## config.mk

```make
export PLATFORM = sky130hd
export DESIGN_NAME = fetch
export DESIGN_NICKNAME = d
export VERILOG_FILES = /design/src/rtl/fetch.sv
export SDC_FILE = /design/constraint.sdc
export NUM_CORES = 1
export LEC_CHECK = 0
export BUFFER_PORTS_ARGS = -buffer_cell sky130_fd_sc_hd__buf_2
export CORE_ASPECT_RATIO = 0.7
export CORE_UTILIZATION = 60
export DETAILED_ROUTE_END_ITERATION = 8
export PLACE_DENSITY = 0.85
export SLEW_MARGIN = 5
export SYNTH_ARGS = -nofsm -noshare
export SYNTH_HDL_FRONTEND = slang
export SYNTH_SLANG_ARGS = --single-unit
export TNS_END_PERCENT = 100
```

## constraint.sdc

```tcl
create_clock -name clk -period 4.4 [get_ports clk]
set_clock_uncertainty 0.15 [all_clocks]
set_input_delay 0 -clock clk [delete_from_list [all_inputs] [get_ports clk]]
set_output_delay 0 -clock clk [all_outputs]
set_load 0.03 [all_outputs]
```

## src/rtl/fetch.sv

```systemverilog
// Instruction fetch: one outstanding bus request, one-entry hold buffer,
// redirect squashing with a drop state for in-flight requests.
module fetch #(
  parameter logic [63:0] PCINIT = 64'h8000_0000
) (
  input  logic        clk,
  input  logic        reset,
  output logic        ireq_valid,
  output logic [63:0] ireq_addr,
  input  logic        iresp_data_ok,
  input  logic [31:0] iresp_data,
  input  logic        redirect_valid,
  input  logic [63:0] redirect_pc,
  input  logic        stall,
  output logic        instr_valid,
  output logic [31:0] instr_raw,
  output logic [63:0] instr_pc
);

  typedef enum logic [1:0] {
    BUSY = 2'd0,
    HOLD = 2'd1,
    DROP = 2'd2
  } state_e;

  state_e      state_q, state_d;
  logic [63:0] pc_q, pc_d;
  logic [63:0] drop_q, drop_d;
  logic        vld_q, vld_d;
  logic [31:0] raw_q, raw_d;
  logic [63:0] opc_q, opc_d;
  logic [31:0] braw_q, braw_d;
  logic [63:0] bpc_q, bpc_d;

  logic        free;
  logic [63:0] tgt;
  logic        unused_lsb;

  assign unused_lsb = ^redirect_pc[1:0];
  assign free       = !vld_q || !stall;
  assign tgt        = {redirect_pc[63:2], 2'b00};

  // The buffer is only meaningful in HOLD, so leaving HOLD invalidates it.
  assign ireq_valid  = !reset && (state_q != HOLD);
  assign ireq_addr   = (state_q == DROP) ? drop_q : pc_q;
  assign instr_valid = vld_q;
  assign instr_raw   = raw_q;
  assign instr_pc    = opc_q;

  always_comb begin
    state_d = state_q;
    pc_d    = pc_q;
    drop_d  = drop_q;
    vld_d   = vld_q;
    raw_d   = raw_q;
    opc_d   = opc_q;
    braw_d  = braw_q;
    bpc_d   = bpc_q;
    if (redirect_valid) begin
      vld_d = 1'b0;
      pc_d  = tgt;
      unique case (state_q)
        BUSY: begin
          if (!iresp_data_ok) begin
            drop_d  = pc_q;
            state_d = DROP;
          end
        end
        HOLD: state_d = BUSY;
        DROP: begin
          if (iresp_data_ok) state_d = BUSY;
        end
        default: state_d = BUSY;
      endcase
    end else begin
      if (free) vld_d = 1'b0;
      unique case (state_q)
        BUSY: begin
          if (iresp_data_ok) begin
            pc_d = pc_q + 64'd4;
            if (free) begin
              vld_d = 1'b1;
              raw_d = iresp_data;
              opc_d = pc_q;
            end else begin
              braw_d  = iresp_data;
              bpc_d   = pc_q;
              state_d = HOLD;
            end
          end
        end
        HOLD: begin
          if (free) begin
            vld_d   = 1'b1;
            raw_d   = braw_q;
            opc_d   = bpc_q;
            state_d = BUSY;
          end
        end
        DROP: begin
          if (iresp_data_ok) state_d = BUSY;
        end
        default: state_d = BUSY;
      endcase
    end
  end

  always_ff @(posedge clk) begin
    if (reset) begin
      state_q <= BUSY;
      pc_q    <= PCINIT;
      drop_q  <= 64'd0;
      vld_q   <= 1'b0;
      raw_q   <= 32'd0;
      opc_q   <= 64'd0;
      braw_q  <= 32'd0;
      bpc_q   <= 64'd0;
    end else begin
      state_q <= state_d;
      pc_q    <= pc_d;
      drop_q  <= drop_d;
      vld_q   <= vld_d;
      raw_q   <= raw_d;
      opc_q   <= opc_d;
      braw_q  <= braw_d;
      bpc_q   <= bpc_d;
    end
  end

endmodule

```

**Yosys cells after proc, flatten, opt, wreduce, memory -nomap -nowiden**

Cells that the tools add are included.

- Word-level logic and storage cells: 63
- Bits in registers: 323
- Output and inout bits: 162

- $add $sub $neg: 1
- Bitwise logic cells: 3
- Reductions and logical operators: 16
- Equal/unequal tests: 10
- Muxes and demuxes: 24

Operators by type and width:

| operator | number |
|---|---|
| $mux W64 | 7 |
| $pmux W64 S2 | 1 |
| $mux W32 | 3 |
| $add A64 B3 Y64 const B | 1 |
| $pmux W32 S2 | 1 |
| $mux W2 | 6 |
| $ne A3 B3 Y1 const B | 4 |
| $reduce_and A4 Y1 | 2 |
| $ne A2 B2 Y1 const B | 3 |
| $pmux W2 S3 | 1 |
| $reduce_bool A2 Y1 | 3 |
| $reduce_and A5 Y1 | 1 |
| $pmux W2 S2 | 1 |
| $reduce_and A2 Y1 | 2 |
| $logic_not A1 Y1 | 3 |
| $mux W1 | 3 |
| $not A1 Y1 | 3 |
| $reduce_and A3 Y1 | 1 |
| $eq A2 B1 Y1 const B | 1 |
| $eq A2 B2 Y1 const B | 1 |
| $logic_not A2 Y1 | 1 |
| $ne A2 B1 Y1 const B | 1 |
| $pmux W1 S2 | 1 |
| $reduce_or A2 Y1 | 1 |
| 2 further kinds | 2 |

**Logic depth before layout (Yosys ltp)**

- Depth in word-level cells: 6
- Mapped depth: 8
- Depth with buffers taken out: 6

**Worst setup path before layout**

Ideal clock, no wire load.

- Path type: flip-flop to flip-flop
- Start point: register state_q[0]
- End point: register pc_q[63]
- Clock period less this slack: 2.540 ns
- Stages on the path, launching flop included: 9
- Arrival: 2.328 ns
- Library setup time: 0.062 ns
- Slack: 1.860 ns
- Buffers on the path: 3
- Cell sequence: dfxtp_1 -> buf_2 -> nand4bb_4 -> or4_1 -> buf_2 -> or4_1 -> buf_2 -> or3_1 -> nand3_1

- Word-level cells in the longest chain between the ends: 3

Ends and longest elaborated chain:

| element | line | text |
|---|---|---|
| start, declared | 26 | `state_e state_q, state_d;` |
| start signal, assigned | 119 | `state_q <= state_d;` |
| $logic_not A2 Y1 | 77 | `unique case (state_q)` |
| $reduce_bool A2 Y1 (no line) | n/a |  |
| $reduce_and A2 Y1 (no line) | n/a |  |
| end signal, assigned | 120 | `pc_q <= pc_d;` |
| end, declared | 27 | `logic [63:0] pc_q, pc_d;` |

Every way passes these cells.
A chain may end at the register's enable or synchronous reset.

**Final worst setup path**

- Start point: register pc_q[13]
- End point: register pc_q[54]

- Word-level cells in the longest chain between the ends: 4

Ends and longest elaborated chain:

| element | line | text |
|---|---|---|
| $add A64 B3 Y64 | 80 | `pc_d = pc_q + 64'd4;` |
| $mux W64 | 79 | `if (iresp_data_ok) begin` |
| $mux W64 | 77 |  |
| $mux W64 | 59 | `if (redirect_valid) begin` |

Every way passes these cells. The select of a mux whose other input is x is not followed.

==> flow_summary.ini <==
[min_path]
hold_class = input pin to flip-flop

[finish]
num-nets-final = 2117
drive_above_1_share_pct = 18.8
final_common_cell = nand2_1
postLayoutCoreUtil_pct = 78.3
layout.cells.non_filler = 2347
synthToLayoutAreaGrowth_pct = 26.2
final_cell_mix = nand2_1 (348), dfxtp_1 (315), buf_2 (255)

[synthesis]
synthTopCellsByArea = dfxtp_1 (44%), nand2_1 (9.2%), mux2i_1 (6.9%), a211oi_1 (6.2%), a21oi_1 (5.8%)
netlist.area_leader.share_pct = 44.3
ys_seq_elements = 315
synthFlopType = dfxtp_1
ys_warn_count = 0
synthCells = 1726
synthArstFlopShare_pct = 0
synth-seq-area-share_pct = 44.3
postSynthAreaPerCell_um2 = 8.25
synth-edff-count = 0
synth_area_leader_cell = dfxtp_1
yosys.cell_types.count = 52
syn_area_mm2 = 0.0142

[timing]
rsz0062_at_grt = false
fin_crit_sh_pct = 82.9
slew_violations = 0
period_needed_ns = 3.65
final.setup.tns_ns = 0
fin_ws_ns = 0.753
max_clock_freq_ghz = 0.274
relSlewSlack_pct = 35.1
setup_viol = 0
finalHoldViolCount = 0
worst_slew_pin_slew_ns = 0.971

[floorplan]
start_util_pct = 62.0
chipWidth_um = 186
die_h_um = 131
io_pins = 263
num_rows = 46
coreArea_mm2 = 0.0230
die_area_mm2 = 0.0244

[clock_network]
insertion_delay_ns = 0.55
root_buffer = clkbuf_16
clkSinkCount = 315
cts.clk_slew.worst_paths_ns = 0.07
cts_buffers = 29
clk_path_buf_depth = 3
htree_levels = 1
cts_tree = done

[drt]
drc = 0
drt_iter0_markers = 1563
route.antenna.remaining_nets = 0
detail_route.first_pass.iterations = 8
vias = 14300
routed_via_density = 6.08
wl_per_cell_um = 18.5
wirelength_um = 43500

[worst_setup_path]
arrival_ns = 3.99
cp.required_ns = 4.74
path_class = flip-flop to flip-flop
start_kind = flip-flop
cp-end-kind = flip-flop
cp_max_fo = 14
ff2ff_setup_slack_ns = 0.75

[global_route]
grtUsageMet2_pct = 56.0
grt-busiest-layer = met2
track_usage_pct = 34.2
grtUsageMet1_pct = 44.7
grt_max_degree = 184
antenna_found_initial = 1
grt_pass1_vias = 13100
grt_pass1_wl_um = 66600
grt-ovfl-total = 0
use_met3_pct = 6.01

[placement]
hpwl_um = 25300
port_buffers = 256
dp_cells = 2135
gp_congestion = 0.915
pre_cts_slack_ns = 1.45

[power]
power_density_mw_per_mm2 = 363
vdd_drop_max_mv = 0.334
p_total_mw = 6.53
power_leakage_nw = 6.72

[flow_run]
maxCapViolCount = 0

[status]
outcome = complete, no violations
-- cells by family (layout without fill, tap and decap cells) --
| kind of cell | Yosys count | after routing | share of synthesized area (%) |
|---|---|---|---|
| simple gates | 692 | 692 | 22.0 |
| compound gates | 345 | 345 | 15.3 |
| flops | 315 | 315 | 44.3 |
| buf+inv | 188 | 493 | 5.18 |
| mux | 155 | 155 | 11.4 |
| xor+xnor | 29 | 29 | 1.78 |
| fa+ha+maj | 1 | 1 | 0.0878 |
| other cells | 1 | 5 | 0.0263 |
-- registers in the layout, summed over array words and instances (netlist names) --
signal	flops
bpc_q	62
drop_q	62
instr_pc	62
pc_q	62
braw_q	32
instr_raw	32
state_q	2
instr_valid	1
-- path summary, 6_finish.rpt --
| check | cells past startpoint | from | end |
|---|---|---|---|
| max | 7 | pc_q[13]$_SDFFE_PP0P_ | pc_q[54]$_SDFFE_PP0P_ |
| min | 3 | redirect_valid | pc_q[50]$_SDFFE_PP0P_ |
| max reg2reg | 7 | pc_q[13]$_SDFFE_PP0P_ | pc_q[54]$_SDFFE_PP0P_ |
| min reg2reg | 2 | braw_q[1]$_SDFFE_PP0P_ | braw_q[1]$_SDFFE_PP0P_ |
-- cell type report --
type                            instances  area (um2)
Sequential cell                       315        6310
Antenna cell                            1        2.50
Timing Repair Buffer                  434        3090
Inverter                                9        33.8
Clock inverter                          5        53.8
Fill cell                            1502        4990
Tap cell                              312         390
Clock buffer                           45         846
Multi-Input combinational cell       1226        7250
-- synth_stat cells, types with 12 or more instances --
library cell	n
buf_2	13
dfxtp_1	315
nor2_1	165
nand3_1	28
or4_1	16
mux2i_1	98
mux2_2	57
buf_1	15
nor4_1	20
nor3_1	12
a21oi_1	165
nand4_1	35
xor2_1	17
xnor2_1	12
a311oi_1	13
nand2_1	348
o21ai_0	16
a211oi_1	117
and3_1	12
clkbuf_1	146
and4_1	12
-- routing by layer --
metal	vias up	routed length, um
met5	-	0
met2	826	20000
met4	0	1470
met3	138	4200
met1	6700	17800
li1	6596	-
-- what timing repair did --
| action | CTS | global route |
|---|---|---|
| buffers inserted | 0 | 0 |
| hold buffers | 161 | 0 |
| endpoints found under the setup margin | 0 | 0 |
| gates resized for setup | 0 | 0 |
| endpoints found under the hold margin | 226 | 0 |
-- worst max-delay path, cell delays in order (launching register included) --
cell,delay (ns)
dfxtp_1,0.55
nand4_4,0.23
nor4_1,0.73
nand4_1,0.16
buf_4,0.25
or4b_2,0.61
a311oi_1,0.30
dlygate4sd3_1,0.60
-- power by group --
group / switching, mW / internal, mW
clock: 1.09 / 1.37
combinational: 0.590 / 0.370
sequential: 0.141 / 2.97
-- through the flow --
stage	hold slack [ns]	cell area [um2]
floorplan	-0.0140	14300
global placement	0.0799	15500
detailed placement	0.0925	15500
CTS	0.00339	18000
global route	0.0529	18000
finish	0.0107	18000
No activity file was read; power rests on OpenSTA's default activity.
